--- src/rtl/fadsu_nibble_seq_pkg.sv ---
// fadsu_nibble_seq_pkg
// Shared definitions for the nibble-serial add/subtract unit:
//   NIB_W      - width of the add/sub slice (one nibble)
//   state_e    - controller states (IDLE, RUN)
//   idx_width  - bit width of the nibble index counter for a given WIDTH
package fadsu_nibble_seq_pkg;

  localparam int NIB_W = 4;

  typedef enum logic [0:0] {
    ST_IDLE = 1'b0,
    ST_RUN  = 1'b1
  } state_e;

  // $clog2(WIDTH/NIB_W), but never narrower than one bit so WIDTH=4 still
  // gets a legal counter.
  function automatic int idx_width(input int width);
    int w;
    w = $clog2(width / NIB_W);
    return (w < 1) ? 1 : w;
  endfunction

endpackage

--- src/rtl/fadsu_nibble_seq_if.sv ---
// fadsu_nibble_seq_if
// Request/result bundle of the nibble-serial add/subtract unit.
//   START, CON, A, B, BCI : request side (driven by master)
//   BUSY, DONE, S, BCO    : result side (driven by slave)
//   OFL                   : signed overflow, present only when
//                           FADSU_NIBBLE_SEQ_OFL_EN is defined
// Modports: master (requester), slave (the unit itself).
interface fadsu_nibble_seq_if #(
  parameter int WIDTH = 16
);

  logic             START;
  logic             CON;
  logic [WIDTH-1:0] A;
  logic [WIDTH-1:0] B;
  logic             BCI;
  logic             BUSY;
  logic             DONE;
  logic [WIDTH-1:0] S;
  logic             BCO;
`ifdef FADSU_NIBBLE_SEQ_OFL_EN
  logic             OFL;

  modport master (output START, CON, A, B, BCI,
                  input  BUSY, DONE, S, BCO, OFL);
  modport slave  (input  START, CON, A, B, BCI,
                  output BUSY, DONE, S, BCO, OFL);
`else
  modport master (output START, CON, A, B, BCI,
                  input  BUSY, DONE, S, BCO);
  modport slave  (input  START, CON, A, B, BCI,
                  output BUSY, DONE, S, BCO);
`endif

endinterface

--- src/rtl/fadsu_nibble_seq_adsu4_slice.sv ---
// fadsu_nibble_seq_adsu4_slice (the adsu4_slice cell)
// Combinational 4-bit add/subtract slice, same per-bit logic as the
// 4-bit carry-chain add/sub cell.
//   A, B : nibble operands
//   CON  : 1 = add, 0 = subtract (B inverted)
//   CI   : carry in
//   S    : nibble sum
//   CO   : carry out of bit 3
//   C3   : carry into bit 3 (used for signed overflow)
module fadsu_nibble_seq_adsu4_slice
  import fadsu_nibble_seq_pkg::*;
(
  input  logic [NIB_W-1:0] A,
  input  logic [NIB_W-1:0] B,
  input  logic             CON,
  input  logic             CI,
  output logic [NIB_W-1:0] S,
  output logic             CO,
  output logic             C3
);

  logic [NIB_W-1:0] beff;
  logic [NIB_W:0]   c;

  // CON XNOR B: pass B when adding, invert it when subtracting
  assign beff = ~({NIB_W{CON}} ^ B);

  always_comb begin
    c    = '0;
    S    = '0;
    c[0] = CI;
    for (int i = 0; i < NIB_W; i++) begin
      S[i]   = A[i] ^ beff[i] ^ c[i];
      c[i+1] = (A[i] & beff[i]) | (A[i] & c[i]) | (beff[i] & c[i]);
    end
  end

  assign CO = c[NIB_W];
  assign C3 = c[NIB_W-1];

endmodule

--- src/rtl/fadsu_nibble_seq.sv ---
// fadsu_nibble_seq
// WIDTH-bit add/subtract computed one nibble per clock through a single
// 4-bit slice; the inter-nibble carry lives in a register.
//   CK  : rising-edge clock
//   CD  : synchronous active-high clear, dominates everything
//   bus : slave side of fadsu_nibble_seq_if (START/CON/A/B/BCI in,
//         BUSY/DONE/S/BCO out, plus OFL with FADSU_NIBBLE_SEQ_OFL_EN)
// Optional feature: define FADSU_NIBBLE_SEQ_OFL_EN to add the signed
// overflow flag OFL.
module fadsu_nibble_seq
  import fadsu_nibble_seq_pkg::*;
#(
  parameter int WIDTH = 16
) (
  input  logic               CK,
  input  logic               CD,
  fadsu_nibble_seq_if.slave  bus
);

  localparam int N  = WIDTH / NIB_W;
  localparam int IW = idx_width(WIDTH);
  localparam logic [IW-1:0] IDX_LAST = IW'(N - 1);

  localparam logic [0:0] S_IDLE = ST_IDLE;
  localparam logic [0:0] S_RUN  = ST_RUN;

  logic [0:0]       state_q, state_d;
  logic [WIDTH-1:0] a_q, a_d;
  logic [WIDTH-1:0] b_q, b_d;
  logic             con_q, con_d;
  logic             carry_q, carry_d;
  logic [IW-1:0]    idx_q, idx_d;
  logic [WIDTH-1:0] s_q, s_d;
  logic             bco_q, bco_d;
  logic             done_q, done_d;

  logic [NIB_W-1:0] slice_s;
  logic             slice_co;
  logic             slice_c3;

  fadsu_nibble_seq_adsu4_slice u_slice (
    .A   (a_q[NIB_W-1:0]),
    .B   (b_q[NIB_W-1:0]),
    .CON (con_q),
    .CI  (carry_q),
    .S   (slice_s),
    .CO  (slice_co),
    .C3  (slice_c3)
  );

`ifdef FADSU_NIBBLE_SEQ_OFL_EN
  logic ofl_q, ofl_d;
`else
  logic unused_c3;
  assign unused_c3 = slice_c3;
`endif

  always_comb begin
    state_d = state_q;
    a_d     = a_q;
    b_d     = b_q;
    con_d   = con_q;
    carry_d = carry_q;
    idx_d   = idx_q;
    s_d     = s_q;
    bco_d   = bco_q;
    done_d  = 1'b0;
`ifdef FADSU_NIBBLE_SEQ_OFL_EN
    ofl_d   = ofl_q;
`endif
    case (state_q)
      S_IDLE: begin
        // DONE cycle is an IDLE cycle, so back-to-back starts fall out here
        if (bus.START) begin
          a_d     = bus.A;
          b_d     = bus.B;
          con_d   = bus.CON;
          carry_d = bus.BCI;
          idx_d   = '0;
          state_d = S_RUN;
        end
      end
      S_RUN: begin
        // New nibble enters at the top; after N shifts nibble 0 sits at the bottom
        s_d     = (s_q >> NIB_W) | (WIDTH'(slice_s) << (WIDTH - NIB_W));
        a_d     = a_q >> NIB_W;
        b_d     = b_q >> NIB_W;
        carry_d = slice_co;
        idx_d   = idx_q + 1'b1;
        if (idx_q == IDX_LAST) begin
          bco_d   = slice_co;
          done_d  = 1'b1;
          state_d = S_IDLE;
`ifdef FADSU_NIBBLE_SEQ_OFL_EN
          ofl_d   = slice_c3 ^ slice_co;
`endif
        end
      end
      default: state_d = S_IDLE;
    endcase
  end

  always_ff @(posedge CK) begin
    if (CD) begin
      state_q <= S_IDLE;
      a_q     <= '0;
      b_q     <= '0;
      con_q   <= 1'b0;
      carry_q <= 1'b0;
      idx_q   <= '0;
      s_q     <= '0;
      bco_q   <= 1'b0;
      done_q  <= 1'b0;
`ifdef FADSU_NIBBLE_SEQ_OFL_EN
      ofl_q   <= 1'b0;
`endif
    end else begin
      state_q <= state_d;
      a_q     <= a_d;
      b_q     <= b_d;
      con_q   <= con_d;
      carry_q <= carry_d;
      idx_q   <= idx_d;
      s_q     <= s_d;
      bco_q   <= bco_d;
      done_q  <= done_d;
`ifdef FADSU_NIBBLE_SEQ_OFL_EN
      ofl_q   <= ofl_d;
`endif
    end
  end

  assign bus.BUSY = (state_q == S_RUN);
  assign bus.DONE = done_q;
  assign bus.S    = s_q;
  assign bus.BCO  = bco_q;
`ifdef FADSU_NIBBLE_SEQ_OFL_EN
  assign bus.OFL  = ofl_q;
`endif

endmodule

--- src/flat_wrapper.sv ---
// flat-port wrapper written by rule: the top's interface ports become plain ports
module fadsu_nibble_seq_flat import fadsu_nibble_seq_pkg::*;
#(
  parameter int WIDTH = 16
)
  (CK, CD, bus_START, bus_CON, bus_A, bus_B, bus_BCI, bus_BUSY, bus_DONE, bus_S, bus_BCO);
  fadsu_nibble_seq_if #(.WIDTH(WIDTH)) bus_i ();
  input  logic CK;
  input  logic CD;
  input wire logic [$bits(bus_i.START)-1:0] bus_START;
  input wire logic [$bits(bus_i.CON)-1:0] bus_CON;
  input wire logic [$bits(bus_i.A)-1:0] bus_A;
  input wire logic [$bits(bus_i.B)-1:0] bus_B;
  input wire logic [$bits(bus_i.BCI)-1:0] bus_BCI;
  output wire logic [$bits(bus_i.BUSY)-1:0] bus_BUSY;
  output wire logic [$bits(bus_i.DONE)-1:0] bus_DONE;
  output wire logic [$bits(bus_i.S)-1:0] bus_S;
  output wire logic [$bits(bus_i.BCO)-1:0] bus_BCO;
  assign bus_i.START = bus_START;
  assign bus_i.CON = bus_CON;
  assign bus_i.A = bus_A;
  assign bus_i.B = bus_B;
  assign bus_i.BCI = bus_BCI;
  assign bus_BUSY = bus_i.BUSY;
  assign bus_DONE = bus_i.DONE;
  assign bus_S = bus_i.S;
  assign bus_BCO = bus_i.BCO;
  fadsu_nibble_seq #(.WIDTH(WIDTH)) u_core (.CK(CK), .CD(CD), .bus(bus_i));
endmodule
--- config.mk ---
export PLATFORM = sky130hd
export DESIGN_NAME = fadsu_nibble_seq_flat
export DESIGN_NICKNAME = d
export VERILOG_FILES = /design/src/rtl/fadsu_nibble_seq_pkg.sv /design/src/rtl/fadsu_nibble_seq_if.sv /design/src/rtl/fadsu_nibble_seq_adsu4_slice.sv /design/src/rtl/fadsu_nibble_seq.sv /design/src/flat_wrapper.sv
export SDC_FILE = /design/constraint.sdc
export NUM_CORES = 1
export LEC_CHECK = 0
export CAP_MARGIN = 20
export CORE_AREA = 2 2 78 80
export DETAILED_ROUTE_END_ITERATION = 10
export DIE_AREA = 0 0 80 82
export PLACE_DENSITY = 0.69
export RECOVER_POWER = 25
export SYNTH_ARGS = -nofsm -noshare
export SYNTH_HDL_FRONTEND = slang
export SYNTH_SLANG_ARGS = --single-unit
--- constraint.sdc ---
create_clock -name CK -period 3.6 [get_ports CK]
set_clock_uncertainty 0.05 [all_clocks]
set_input_delay 0.72 -clock CK [delete_from_list [all_inputs] [get_ports CK]]
set_output_delay 0.72 -clock CK [all_outputs]
set_load 0.03 [all_outputs]
==> impl_metrics.ini, run 1 <==
[outcome]
status = finished with violations
violations = capacitance limit, slew limit

[pwr]
p_per_area_nw_per_um2 = 441.1
leakagePower_nw = 1.299
vdd.ir_drop.worst_mv = 0.2857

[routing]
first_iter_violations = 86
drc = 0
wire_per_inst_microns = 12.75
viasPerCell = 4.783
vias = 1650
drtAntennaViolNets = 0
drt_pre_antenna_iters = 4
drt-total-wl_mm = 4.400

[synthesis]
ys_dominant_reg_cell = dfxtp_1
synth_top_area_share_pct = 44.42
synthCells = 221
syn_area_sq_um = 2479
avgSynthCellArea_sq_um = 11.22
synth_fp_nets = 263
yosys.cell_count.top_type = dfxtp_1
synthTopCellsByArea = dfxtp_1 (44%), mux2i_1 (20%), mux2_4 (10%)
async_flop_share_pct = 0
yosysSeqAreaShare_pct = 44.42
synth_commonest_cells = dfxtp_1 (55), nor2_1 (53), mux2i_1 (49)
synth.distinct_cells = 24
yosysWarnings = 0
synth_top_area_cell = dfxtp_1
synth_seq_cells = 55
synth_edf_count = 0

[cts]
ctsResizeCount = 0
cts_buffers = 5
clock_path_buffers = 2
cts_root_buf = clkbuf_8
cts_setup_buffers = 0
htreeDepth = 2
clkTransAtPathRegs_ns = 0.10
cts_tree = yes
cts_hold_buf = 0
cts_sinks = 55
clkLatencyLatePin_ns = 0.31

[sta]
post-route-min-period_ns = 2.694
fin_setup_tns_ns = 0
worst_slew_pin_slew_ns = 1.541
final-setup-viol-count = 0
final_hold_viol_count = 0
max_slew_margin_pct = -2.714
fmax_mhz = 371.2
report.final.slew_viol_count = 54
finalCritPeriodShare_pct = 74.83
setup_ws_ns = 0.9062
rsz0062_at_grt = no

[setup_path]
rr_startpoint = u_core.con_q$_SDFFE_PP0P_
endpoint_kind = register
cp.required_ns = 3.77
crit_path_max_fanout = 5
criticalPathCategory = reg -> reg
r2r_setup_slack_ns = 0.91
r2r-end = u_core.bus.S[15]$_SDFFE_PP0P_
start_kind = register
rr_worst_depth = 7
critPathArrivalTime_ns = 2.87

[die]
die_h_microns = 82
start_util_pct = 43.14
dieArea_sq_um = 6560
core_area_sq_um = 5746
fp-row-count = 28
die_x_microns = 80
ios = 56

[finish]
area_delta_synth_final_pct = 26.45
insertedDiodeCount = 0
layout.nets = 311
drive_above_1_share_pct = 14.44

[hold_path]
min_path_cells = 2
hold_class = reg -> reg
min_to = u_core.bus.S[0]$_SDFFE_PP0P_
worstHoldStart = u_core.bus.S[0]$_SDFFE_PP0P_

[placement]
port-buffer-count = 55
dp_hpwl_mm = 3.024
gp_congestion = 0.7415
pre_cts_slack_ns = 0.8912

[job]
maxCapViolations = 1

[global_route]
grt_pass1_wl_mm = 7.624
grt_overflow = 0
grt_max_degree = 54
grt_usage_pct = 14.89
grt_pass1_vias = 1650
grt_antenna_before_repair = 0
## how the worst max path moves through the flow
stage / slack (ns) / endpoint / from / depth (start not counted)
final: 0.91 / u_core.bus.S[15]$_SDFFE_PP0P_ / u_core.con_q$_SDFFE_PP0P_ / 7
after CTS: 0.88 / u_core.bus.S[15]$_SDFFE_PP0P_ / u_core.con_q$_SDFFE_PP0P_ / 7
after detailed placement: 0.89 / u_core.bus.S[15]$_SDFFE_PP0P_ / u_core.con_q$_SDFFE_PP0P_ / 7
after global routing: 0.76 / u_core.bus.S[15]$_SDFFE_PP0P_ / u_core.con_q$_SDFFE_PP0P_ / 7
after floorplan: 0.89 / u_core.bus.S[15]$_SDFFE_PP0P_ / u_core.con_q$_SDFFE_PP0P_ / 8
after global placement: 0.95 / u_core.bus.S[15]$_SDFFE_PP0P_ / u_core.con_q$_SDFFE_PP0P_ / 7
## layout by cell type, fill, tap and decap left out
cell type and n:
mux2_2 7, nor2_1 53, a311oi_1 1, clkbuf_2 1
fa_1 4, mux2_4 17, bufinv_16 2, buf_2 2
or2_2 1, a211oi_1 4, buf_4 2, a21oi_1 2
clkdlybuf4s50_1 53, xor2_1 1, xnor2_1 3, and2b_2 1
dfxtp_1 55, nand2_1 1, inv_1 2, mux2i_1 49
nor3b_2 1, ha_1 1, and2b_1 1, clkbuf_1 1
clkbuf_8 5
## per-layer routing
metal | wire (microns) | track usage (%) | up-vias
met5 | 0 | 0 | -
met4 | 63 | 5.593 | 0
met3 | 168 | 3.516 | 7
met2 | 2202 | 26.42 | 30
met1 | 1965 | 17.46 | 773
li1 | - | - | 840
## sequential cells by signal, summed over array words and instances (netlist names)
register,cells
u_core.bus.DONE,1
u_core.bus.BUSY,1
u_core.bus.BCO,1
u_core.idx_q,2
u_core.con_q,1
u_core.carry_q,1
u_core.a_q,16
u_core.b_q,16
u_core.bus.S,16
## final cells by class
class,instances,area (sq um)
Clock buffer,6,72.57
Clock inverter,2,60.06
Inverter,2,7.507
Tap cell,75,93.84
Fill cell,550,2611
Sequential cell,55,1101
Timing Repair Buffer,58,560.5
Multi-Input combinational cell,147,1239
## critical path, cell delays in order, from the launching register on
cell and delay (ns):
dfxtp_1 0.45, xnor2_1 0.13, fa_1 0.45, fa_1 0.42, fa_1 0.39, inv_1 0.08, fa_1 0.42, a211oi_1 0.22
## report_power, final
part	switching [mW]	internal (mW)
clock	0.194	0.278
sequential	0.0229	0.643
combinational	0.107	0.138
## logic make-up after synthesis
kind of cell	count (synthesis)	synth area share, %
simple gates	58	9.591
compound gates	7	1.969
mux	73	33.27
buf+inv	19	5.603
flops	55	44.42
xor+xnor	4	1.414
fa+ha+maj	5	3.736
## through the flow
step / area, sq um / total power, mW / hold WS (ns) / std cells / util, %
floorplan: 2479 / 0.8470 / 0.4093 / 221 / -
global placement: 3005 / 0.9220 / 0.4215 / 337 / 52.31
detailed placement: 3005 / 0.9260 / 0.4295 / 337 / 52.31
CTS: 3138 / 1.397 / 0.4559 / 345 / 54.62
global route: 3134 / 1.449 / 0.4780 / 345 / 54.55
finish: 3134 / 1.383 / 0.4491 / 345 / 54.55
No activity file was read; power rests on OpenSTA's default activity.
==> run 2, diff against run 1 <==
clock period = 2.7 ns   (was 3.6 ns; I/O delays follow)
==> run 2 against run 1 <==
  * Cell count increased by 0.29%
  * Via count fell by 1.1%
  * First-iteration DRC count rose by 9.3%
  * Global-route usage shrank 0.25 points
  * Sequential power increased by 33%
  * The run still ends with capacitance limit, slew limit left
  * Final area is 0.92% lower
  * Combinational power is 36% higher
  * Worst setup slack got worse by 0.74 ns
  * Critical path depth did not move
  * Non-clock buffer count up 1
  * Die area unchanged
==> impl_metrics.ini, run 2 (same netlist as run 1, synthesis figures left out) <==
[die]
dieArea_sq_um = 6560
start_util_pct = 43.14
ios = 56
die_x_microns = 80
core_area_sq_um = 5746
die_h_microns = 82
fp-row-count = 28

[setup_path]
endpoint_kind = register
criticalPathCategory = reg -> reg
critPathMaxStageDelay_ns = 0.43
critPathArrivalTime_ns = 2.71
cp.required_ns = 2.87
cpMaxStageDelayCell = fa_1
r2r-end = u_core.bus.S[15]$_SDFFE_PP0P_
rr_startpoint = u_core.b_q[0]$_SDFFE_PP0P_
rr_worst_depth = 7
start_kind = register
crit_path_max_fanout = 2
cp_cell_sequence = xnor2_1 > fa_2 > fa_1 > fa_1 > inv_1 > fa_1 > a211oi_2
cp_common_cell = fa_1
r2r_setup_slack_ns = 0.16

[routing]
wire_per_inst_microns = 12.87
drc = 0
drt_pre_antenna_iters = 4
vias = 1632
first_iter_violations = 94
viasPerCell = 4.717
drtAntennaViolNets = 0
drt-total-wl_mm = 4.452

[sta]
worst_slew_pin_slew_ns = 1.517
final_hold_viol_count = 0
final-setup-viol-count = 0
post-route-min-period_ns = 2.539
setup_ws_ns = 0.1614
hold_ws_ns = 0.4496
rsz0062_at_grt = no
fin_setup_tns_ns = 0
fmax_mhz = 393.9
finalCritPeriodShare_pct = 94.02
report.final.slew_viol_count = 54
max_slew_margin_pct = -1.165

[pwr]
leakagePower_nw = 1.284
vdd.ir_drop.worst_mv = 0.3063
p_sw_uw = 424.0
p_per_area_nw_per_um2 = 531.9
swShare_pct = 25.67
combPwrFrac_pct = 20.2
pwr-share-seq_pct = 53.7
pwr-share-clk_pct = 26.1
internal_power_mw = 1.228

[finish]
drive_above_1_share_pct = 14.76
final_cell_mix = dfxtp_1 (55), nor2_1 (53), clkdlybuf4s50_1 (53)
final_common_cell = dfxtp_1
area_delta_synth_final_pct = 25.29
final_cell_count_no_fill = 346
insertedDiodeCount = 0
layout.nets = 312
postLayoutCellArea_sq_um = 3105

[cts]
cts_tree = yes
cts_root_buf = clkbuf_8
cts_hold_buf = 0
clkLatencyLatePin_ns = 0.30
clock_path_buffers = 2
htreeDepth = 2
cts_buffers = 5
clkTransAtPathRegs_ns = 0.09
cts_sinks = 55

[global_route]
grt_pass1_wl_mm = 7.334
grt_usage_pct = 14.63
grt_antenna_before_repair = 0
grt_pass1_vias = 1549
grt_max_degree = 54
grt_overflow = 0

[hold_path]
min_path_cells = 2
worstHoldStart = u_core.bus.S[0]$_SDFFE_PP0P_
hold_class = reg -> reg
min_to = u_core.bus.S[0]$_SDFFE_PP0P_

[outcome]
status = finished with violations
violations = capacitance limit, slew limit

[placement]
dp_hpwl_mm = 3.051
placed_cell_area_sq_um = 3025
dpl.cell_count = 338
gp_congestion = 0.7299
port-buffer-count = 55
pre_cts_slack_ns = 0.1060

[job]
maxCapViolations = 1
==> run 2: cell types whose count changed in the layout (fill, tap and decap cells not counted), sizes merged <==
cell / previous run / this run
buf: 4 / 5
bufinv: 2 / 0
clkbuf: 7 / 8
clkinv: 0 / 1
==> run 2: worst max-delay path by stage <==
stage / start / end / slack, ns / cells past startpoint
final: u_core.b_q[0]$_SDFFE_PP0P_ / u_core.bus.S[15]$_SDFFE_PP0P_ / 0.16 / 7
after detailed placement: u_core.b_q[0]$_SDFFE_PP0P_ / u_core.bus.S[15]$_SDFFE_PP0P_ / 0.11 / 7
after floorplan: u_core.con_q$_SDFFE_PP0P_ / u_core.bus.S[15]$_SDFFE_PP0P_ / 0.06 / 8
after CTS: u_core.b_q[0]$_SDFFE_PP0P_ / u_core.bus.S[15]$_SDFFE_PP0P_ / 0.09 / 7
after global routing: u_core.b_q[0]$_SDFFE_PP0P_ / u_core.bus.S[15]$_SDFFE_PP0P_ / 0.01 / 7
after global placement: u_core.con_q$_SDFFE_PP0P_ / u_core.bus.S[15]$_SDFFE_PP0P_ / 0.14 / 7
==> run 2: per-stage QoR <==
step	util, %	power, mW
2_1_floorplan	-	1.130
3_3_place_gp	52.66	1.232
3_5_place_dp	52.66	1.237
4_1_cts	54.07	1.672
5_1_grt	54.05	1.744
6_report	54.05	1.652
==> run 2: final cells by class <==
class / instances / area (sq um)
fillers: 546 / 2640
repair buffers: 59 / 580.6
clock buffers: 7 / 76.32
flip-flops and latches: 55 / 1101
multi-input cells: 147 / 1241
clock inverters: 1 / 5.005
well taps: 75 / 93.84
inverters: 2 / 7.507
==> run 2: power by group through the flow <==
stage	Combinational, mW	Sequential, mW	Clock [mW]
5_1_grt	0.367	0.894	0.482
4_1_cts	0.333	0.888	0.452
3_3_place_gp	0.326	0.906	0
2_1_floorplan	0.205	0.924	0
3_5_place_dp	0.331	0.907	0
6_report	0.334	0.887	0.431
==> run 2: routing by layer <==
layer	share of wire [%]	GRT usage, %
met1	47	18.93
met2	47	23.33
met3	4.5	4.066
met4	1.4	5.593
met5	0	0
==> run 2: timing repair <==
action | CTS | global route
buffers inserted | 0 | 0
resized for setup | 0 | 2
endpoints found under the setup margin | 0 | 1
==> run 2: critical path, delay by kind of cell, from the launching register on <==
family | cells | cell delay, ns
AOI/OAI and AO/OA | 1 | 0.21
xor gates and xnor gates | 1 | 0.15
adders and majority gates | 4 | 1.64
buffers and inverters | 1 | 0.08
DFF | 1 | 0.33
